==> config.mk <==
export PLATFORM = sky130hd
export DESIGN_NAME = scr1_tcm_loader
export DESIGN_NICKNAME = d
export VERILOG_FILES = /design/src/rtl/scr1_tcm_loader_pkg.sv /design/src/rtl/scr1_tcm_loader_asm.sv /design/src/rtl/scr1_tcm_loader.sv
export SDC_FILE = /design/constraint.sdc
export NUM_CORES = 1
export LEC_CHECK = 0
export BUFFER_PORTS_ARGS = -buffer_cell sky130_fd_sc_hd__buf_2
export CAP_MARGIN = 15
export CORE_MARGIN = 2
export CORE_UTILIZATION = 35
export CTS_CLUSTER_SIZE = 30
export DETAILED_ROUTE_END_ITERATION = 7
export SLEW_MARGIN = 20
export SYNTH_ARGS = -nofsm -noshare
export SYNTH_HDL_FRONTEND = slang
export SYNTH_SLANG_ARGS = --single-unit
==> constraint.sdc <==
create_clock -name clk -period 2.4 [get_ports clk]
set_clock_uncertainty 0.2 [all_clocks]
set_input_delay 0.12 -clock clk [delete_from_list [all_inputs] [get_ports clk]]
set_output_delay 0.12 -clock clk [all_outputs]
set_load 0.05 [all_outputs]
==> src/rtl/scr1_tcm_loader_pkg.sv <==
// Shared definitions for the TCM boot loader: FSM state encoding and the
// fixed byte counts of the load stream framing.
package scr1_tcm_loader_pkg;

  typedef logic [2:0] state_t;

  localparam state_t ST_IDLE  = 3'd0;
  localparam state_t ST_LEN0  = 3'd1;
  localparam state_t ST_LEN1  = 3'd2;
  localparam state_t ST_DATA  = 3'd3;
  localparam state_t ST_WRITE = 3'd4;
  localparam state_t ST_CHECK = 3'd5;
  localparam state_t ST_DONE  = 3'd6;
  localparam state_t ST_ERR   = 3'd7;

  localparam int HDR_BYTES  = 2;
  localparam int CHK_BYTES  = 1;
  localparam int WORD_BYTES = 4;

  // States in which the loader accepts a byte from the stream.
  function automatic logic accepts_byte(state_t s);
    return (s == ST_LEN0) || (s == ST_LEN1) || (s == ST_DATA) || (s == ST_CHECK);
  endfunction

endpackage

==> src/rtl/scr1_tcm_loader_asm.sv <==
// Little-endian byte-to-word assembler with a running XOR over every data
// byte it absorbs.
module scr1_tcm_loader_asm
  import scr1_tcm_loader_pkg::*;
(
  input  logic        clk,
  input  logic        rst,
  input  logic        clr,
  input  logic        take,
  input  logic [7:0]  data,
  output logic [31:0] word_next,
  output logic [7:0]  chk,
  output logic        last
);

  logic [31:0] word;
  logic [1:0]  byte_idx;

  // NOTE: every signal written in always_comb gets a default first, so no
  // path through the block can leave it unassigned and infer a latch.
  always_comb begin
    word_next = word;
    word_next[8*byte_idx +: 8] = data;
  end

  assign last = take && (byte_idx == 2'(WORD_BYTES - 1));

  // NOTE: sequential state uses non-blocking assignments only, so every
  // register samples pre-edge values regardless of statement order.
  always_ff @(posedge clk) begin
    if (!rst) begin
      word     <= '0;
      byte_idx <= '0;
      chk      <= '0;
    end else if (clr) begin
      word     <= '0;
      byte_idx <= '0;
      chk      <= '0;
    end else if (take) begin
      word     <= word_next;
      byte_idx <= byte_idx + 2'd1;
      chk      <= chk ^ data;
    end
  end

endmodule

==> src/rtl/scr1_tcm_loader.sv <==
// Boot loader: receives a length-prefixed, XOR-checked byte stream and writes
// it into TCM port B while holding the core in reset.
module scr1_tcm_loader
  import scr1_tcm_loader_pkg::*;
#(
  parameter  int SCR1_WIDTH = 32,
  parameter  int SCR1_SIZE  = 32'h00010000,
  localparam int AW         = $clog2(SCR1_SIZE) - 2
) (
  input  logic                  clk,
  input  logic                  rst,
  input  logic                  start,
  input  logic                  in_valid,
  input  logic [7:0]            in_data,
  output logic                  in_ready,
  output logic                  mem_wenb,
  output logic [3:0]            mem_webb,
  output logic [AW-1:0]         mem_addrb,
  output logic [SCR1_WIDTH-1:0] mem_datab,
  output logic                  core_rst_n,
  output logic                  done,
  output logic                  err
);

  localparam logic [31:0] MAX_WORDS = 32'(SCR1_SIZE / 4);

  state_t      state;
  logic [7:0]  len_lo;
  logic [15:0] len;
  logic [15:0] len_full;
  logic [AW:0] word_idx;
  logic        fire;
  logic        restart;
  logic        asm_last;
  logic [31:0] asm_word;
  logic [7:0]  asm_chk;

  assign in_ready = accepts_byte(state);
  assign fire     = in_valid && in_ready;
  assign restart  = start && ((state == ST_IDLE) || (state == ST_DONE) || (state == ST_ERR));
  assign len_full = {in_data, len_lo};

  // Write strobes come straight from the state so the 4th byte reaches the
  // memory one cycle after it is accepted.
  assign mem_wenb = (state == ST_WRITE);
  assign mem_webb = {4{mem_wenb}};

  scr1_tcm_loader_asm u_asm (
    .clk       (clk),
    .rst       (rst),
    .clr       (restart),
    .take      (fire && (state == ST_DATA)),
    .data      (in_data),
    .word_next (asm_word),
    .chk       (asm_chk),
    .last      (asm_last)
  );

  // NOTE: there is no storage array here, so every register has a reset
  // value; the TCM itself is deliberately never cleared by this block.
  always_ff @(posedge clk) begin
    if (!rst) begin
      state      <= ST_IDLE;
      len_lo     <= '0;
      len        <= '0;
      word_idx   <= '0;
      mem_addrb  <= '0;
      mem_datab  <= '0;
      core_rst_n <= 1'b0;
      done       <= 1'b0;
      err        <= 1'b0;
    end else begin
      case (state)
        ST_IDLE, ST_DONE, ST_ERR: begin
          if (restart) begin
            state      <= ST_LEN0;
            done       <= 1'b0;
            err        <= 1'b0;
            word_idx   <= '0;
            core_rst_n <= 1'b0;
          end
        end
        ST_LEN0: begin
          if (fire) begin
            len_lo <= in_data;
            state  <= ST_LEN1;
          end
        end
        ST_LEN1: begin
          if (fire) begin
            len <= len_full;
            if ({16'd0, len_full} > MAX_WORDS) begin
              state <= ST_ERR;
              err   <= 1'b1;
            end else if (len_full == 16'd0) begin
              state <= ST_CHECK;
            end else begin
              state <= ST_DATA;
            end
          end
        end
        ST_DATA: begin
          // Capture address and word together so they stay stable afterwards.
          if (asm_last) begin
            state     <= ST_WRITE;
            mem_addrb <= word_idx[AW-1:0];
            mem_datab <= asm_word;
          end
        end
        ST_WRITE: begin
          word_idx <= word_idx + 1'b1;
          if (32'(word_idx) + 32'd1 == 32'(len)) state <= ST_CHECK;
          else                                    state <= ST_DATA;
        end
        ST_CHECK: begin
          if (fire) begin
            if (in_data == asm_chk) begin
              state      <= ST_DONE;
              done       <= 1'b1;
              core_rst_n <= 1'b1;
            end else begin
              state <= ST_ERR;
              err   <= 1'b1;
            end
          end
        end
        default: state <= ST_IDLE;
      endcase
    end
  end

endmodule

### Word level (Yosys, flattened, before mapping)

Cells that the tools add are included.

* register bits: 132
* output and inout port bits: 55
* logic and storage cells: 83

* add/subtract/negate cells: 4
* order comparisons: 1
* equality and inequality tests: 18
* shifts and indexed selects: 2
* mux-type cells: 22
* bitwise gates (word level): 2
* reduce and logical (&&, ||, !) cells: 23

Operators by type and width (count)
* $neg 5->34: 1
* $shift 8x34->32 const A: 1
* $shiftx 8x34->32: 1
* $bwmux 32: 1
* $pmux 15 s2: 1
* $mux 3: 8
* $pmux 3 s6: 1
* $add 15x1->16 const B: 1
* $eq 16x16->1: 1
* $gt 16x15->1 const B: 1
* $logic_not 16->1: 1
* $add 15x1->15 const B: 1
* $mux 15: 1
* $eq 3x3->1 const B: 4
* $ne 2x2->1 const B: 6
* $eq 8x8->1: 1
* $mux 1: 8
* $reduce_and 2->1: 4
* $xor 8x8->8: 1
* $eq 3x2->1 const B: 2
* $reduce_and 6->1: 1
* $logic_or 1x1->1: 5
* $reduce_and 5->1: 1
* $logic_and 1x1->1: 4
* 13 further kinds: 15

### Longest topological paths before layout

* word-level depth: 9
* mapped depth: 9
* gate-level depth less buffers: 7

### By module

From an unflattened synthesis, not the netlist that was laid out.

* cell total of the unflattened synthesis: 801
* area total of the unflattened synthesis: 6402.4 um2

Modules (own cells, without submodules)
* scr1_tcm_loader: times used 1, cells each 538, area an instance 4296.6 um2, seq. area each 1801.7 um2
* scr1_tcm_loader_asm: times used 1, cells each 263, area an instance 2105.8 um2, seq. area each 840.8 um2

### Worst setup path after synthesis

No wires, ideal clock.

* kind: reg-to-reg
* start point: register state[0]
* end point: register word_idx[11]
* setup time: 0.091 ns
* arrival time: 2.094 ns
* path slack: 0.015 ns
* cell stages (with the launch flop): 8
* buffers on the path: 2
* clock period less this slack: 2.385 ns
* path through: dfxtp_1 clkbuf_1 nor2_1 nand2_1 inv_1 clkbuf_1 o21ai_0 a311oi_1

RTL lines
* start, declared: line scr1_tcm_loader.sv:27 `state_t state;`
* start signal, assigned: line scr1_tcm_loader.sv:63 `state <= ST_IDLE;`
* start signal, assigned: line scr1_tcm_loader.sv:76 `state <= ST_LEN0;`
* start signal, assigned: line scr1_tcm_loader.sv:86 `state <= ST_LEN1;`
* $eq 3x3->1 *
* net mem_wenb: line scr1_tcm_loader.sv:16 `output logic mem_wenb,`
* $reduce_bool 2->1 (no line)
* $reduce_and 2->1 (no line)
* end signal, assigned: line scr1_tcm_loader.sv:111 `word_idx <= word_idx + 1'b1;`
* end, declared: line scr1_tcm_loader.sv:31 `logic [AW:0] word_idx;`

The timed path passes the listed nets; every way through them passes the cells marked *.
A chain may end at the register's enable or synchronous reset.

### Final worst setup path

* start point: register word_idx[1]
* end point: register state[2]

* longest elaborated chain between the ends: 4

Ends and longest elaborated chain
* $add 15x1->16: line scr1_tcm_loader.sv:112 `if (32'(word_idx) + 32'd1 == 32'(len)) state <= ST_CHECK;`
* $eq 16x16->1: line scr1_tcm_loader.sv:112
* $mux 3: line scr1_tcm_loader.sv:112
* $pmux 3 s6: line scr1_tcm_loader.sv:73 `case (state)`
* end signal, assigned: line scr1_tcm_loader.sv:76
* end signal, assigned: line scr1_tcm_loader.sv:112
* end signal, assigned: line scr1_tcm_loader.sv:113 `else state <= ST_DATA;`

Every way passes these cells.

==> results.cfg <==
[pwr]
p_leak_uw = 0.00280
vdd_drop_max_mv = 0.504
power_density_mw_per_mm2 = 712

[detailed_routing]
drc_errors = 0
drt_wl_total_um = 15400
antenna_left = 0
drt_iter0_markers = 324
viasPerCell = 5.02
vias = 5227
routedWlPerCell_um = 14.8
first_pass_iters = 5

[critical_path]
worstSetupPathType = flop to flop
cp_num_buf_inv = 1
arrival_ns = 2.48
start_kind = flop
max_stage_delay_ns = 0.52
end_kind = flop
cp.required_ns = 2.56
crit_fanout = 5
critical-path-top-delay-family = simple AND/OR/NAND/NOR gates
cp_cell_sequence = ha_4 > nand3_4 > buf_6 > o31ai_4 > o21ai_1 > or4_4 > nor4_4 > a41o_1
crit_slowest_cell = or4_4

[die]
start_util_pct = 35.8
row_count = 47
ioPinCount = 67
core_mm2 = 0.0166
die-width_um = 134
die-area_mm2 = 0.0180
die_height_um = 134

[sta]
relSlewSlack_pct = 59.8
slew_violations = 0
setup_violations = 0
worst_pin_slew_ns = 0.595
hold_viol = 0
min_period_over_period_pct = 96.4
max_freq_mhz = 432
whs_ns = 0.249
grt_setup_unrepaired = no
fin_crit_ns = 2.31

[clocking]
clockBufferDepth = 2
cts_tree = built
cts_made_buffers = 17
cts_max_level = 4
root_buffer = clkbuf_16
insertion_delay_ns = 0.42
cts_sinks = 124
clk_pin_slew_ns = 0.06

[global_route]
grt.total_usage_pct = 17.6
overflow = 0
antenna_found_initial = 0
grt_pass1_wl_um = 25300
grt_pass1_vias = 4910
grt_max_degree = 47

[yosys]
synth_edf_count = 0
synthFlopType = dfxtp_1
synth_top_area_cell = dfxtp_1
ys_ff_latch = 124
syn_avg_cell_area_um2 = 8.16
synth_cell_types = 58
synth_area_mm2 = 0.00594
synth-seq-area-share_pct = 41.8
syn_nets = 746
synth_top_area_share_pct = 41.8
ys_warn_count = 0
syn_inst = 728
ys_async_sr_fraction_pct = 0
synthTopCellsByArea = dfxtp_1 (42%), nand2_1 (7.1%), a21oi_1 (6.7%)

[placement]
place.gp.congestion = 0.887
dpl_cell_area_mm2 = 0.00657
port_buffers = 66
dp_hpwl_um = 10500

[cells_and_area]
fin_area_mm2 = 0.00739
drive_gt1_share_pct = 21.9
nNetsFinal = 826
antenna_cells = 0
fin_util_pct = 44.5
syn_to_final_growth_pct = 24.3

[worst_hold_path]
worstHoldPathType = flop to flop

[outcome]
status = complete, no violations

[job]
maxCapViolCount = 0
[worst paths after layout]
check | start | endpoint | slack, ns | depth (start not counted)
max reg2reg | word_idx[1] | state[2] | 0.09 | 8
min | mem_addrb[11] | mem_addrb[11] | 0.25 | 2
min reg2reg | mem_addrb[11] | mem_addrb[11] | 0.25 | 2
max | word_idx[1] | state[2] | 0.09 | 8
[synthesized netlist by cell type, drive strengths merged, types with 2 or more instances]
| master | instances |
|---|---|
| inv | 11 |
| a21oi | 79 |
| a31oi | 3 |
| a22oi | 3 |
| mux2i | 10 |
| and4 | 2 |
| dfxtp | 124 |
| nand4 | 8 |
| o311ai | 3 |
| o31ai | 5 |
| nand3 | 9 |
| o32ai | 2 |
| nor3 | 12 |
| xor2 | 20 |
| nor4 | 14 |
| a211oi | 51 |
| a211o | 2 |
| nand2b | 2 |
| a21boi | 3 |
| xnor2 | 14 |
| o22ai | 3 |
| ha | 6 |
| o21a | 2 |
| o21ai | 15 |
| and3 | 6 |
| nor2 | 89 |
| buf | 15 |
| a311oi | 3 |
| nand2 | 113 |
| clkbuf | 55 |
| nor2b | 29 |
| and2 | 2 |
[final cells by class]
type / instances / area [um2]
inverter: 11 / 45.0
timing repair buffer: 131 / 875
multi-input combinational: 523 / 3100
tap: 220 / 275
fill: 1685 / 9200
sequential: 124 / 2490
clock inverter: 12 / 145
clock buffer: 20 / 457
[sequential cells by signal (all words and copies together) (netlist names)]
signal          flops
err                 1
word_idx           15
state               3
mem_addrb          14
done                1
len_lo              8
mem_datab          32
u_asm.byte_idx      2
u_asm.chk           8
len                16
u_asm.word         24
[logic make-up (layout without fill, tap and decap cells)]
logic type	Yosys count	count (layout)	share of synthesized area [%]
DFF	124	124	41.8
muxes	11	11	1.87
xor gates and xnor gates	35	35	5.41
AOI/OAI and AO/OA	179	179	18.9
buffers and inverters	81	174	7.47
and+or+nand+nor	292	292	23.3
adders and majority gates	6	6	1.26
[layer usage]
metal / part of all wire (%) / vias up / GRT usage (%)
met2: 48 / 100 / 28.5
met4: 1.2 / 0 / 5.91
met5: 0 / - / 0
met3: 3.7 / 18 / 3.85
met1: 48 / 2436 / 23.2
li1: - / 2673 / -
[repair_timing]
action                     CTS  global route
buffers inserted             1             0
pin swaps                    3             4
setup endpoints to repair    2             7
hold buffers                11             0
resized for setup           12            11
hold endpoints to repair    39             0
[placed cells by master (no fill, tap or decap), drive strengths merged, types with 3 or more instances in the layout]
master       instances
clkinv               8
nand4                8
o311ai               3
a31oi                3
dlygate4sd3         11
inv                 10
xnor2               14
xor2                20
nor2b               29
o22ai                3
a211oi              51
a311oi               3
a22oi                3
nand2              113
dfxtp              124
a21boi               3
mux2i               10
and3                 6
buf                120
o31ai                5
nor2                89
bufinv               3
nand3                9
o21ai               15
nor3                12
nor4                14
ha                   6
clkbuf              20
a21oi               79
[where the power goes]
part	leakage [uW]	internal, uW	switching, uW
Clock	0.000299	1680	936
Combinational	0.00149	180	336
Sequential	0.00100	2100	31.3
[metrics by stage]
stage	power (uW)	setup TNS, ns	cells	setup WS (ns)
after floorplan	2530	0	728	0.0152
after global placement	2670	-0.162	997	-0.0927
after detailed placement	2670	-0.306	997	-0.165
after CTS	5300	0	1041	0.00581
after global routing	5440	0	1041	0.00107
final	5260	0	1041	0.0855
[worst reg2reg max path, stage by stage, from the launching register on]
cell     delay, ns
dfxtp_2       0.35
ha_4          0.18
nand3_4       0.10
buf_6         0.14
o31ai_4       0.21
o21ai_1       0.09
or4_4         0.52
nor4_4        0.27
a41o_1        0.21
(Power assumes the default switching activity.)
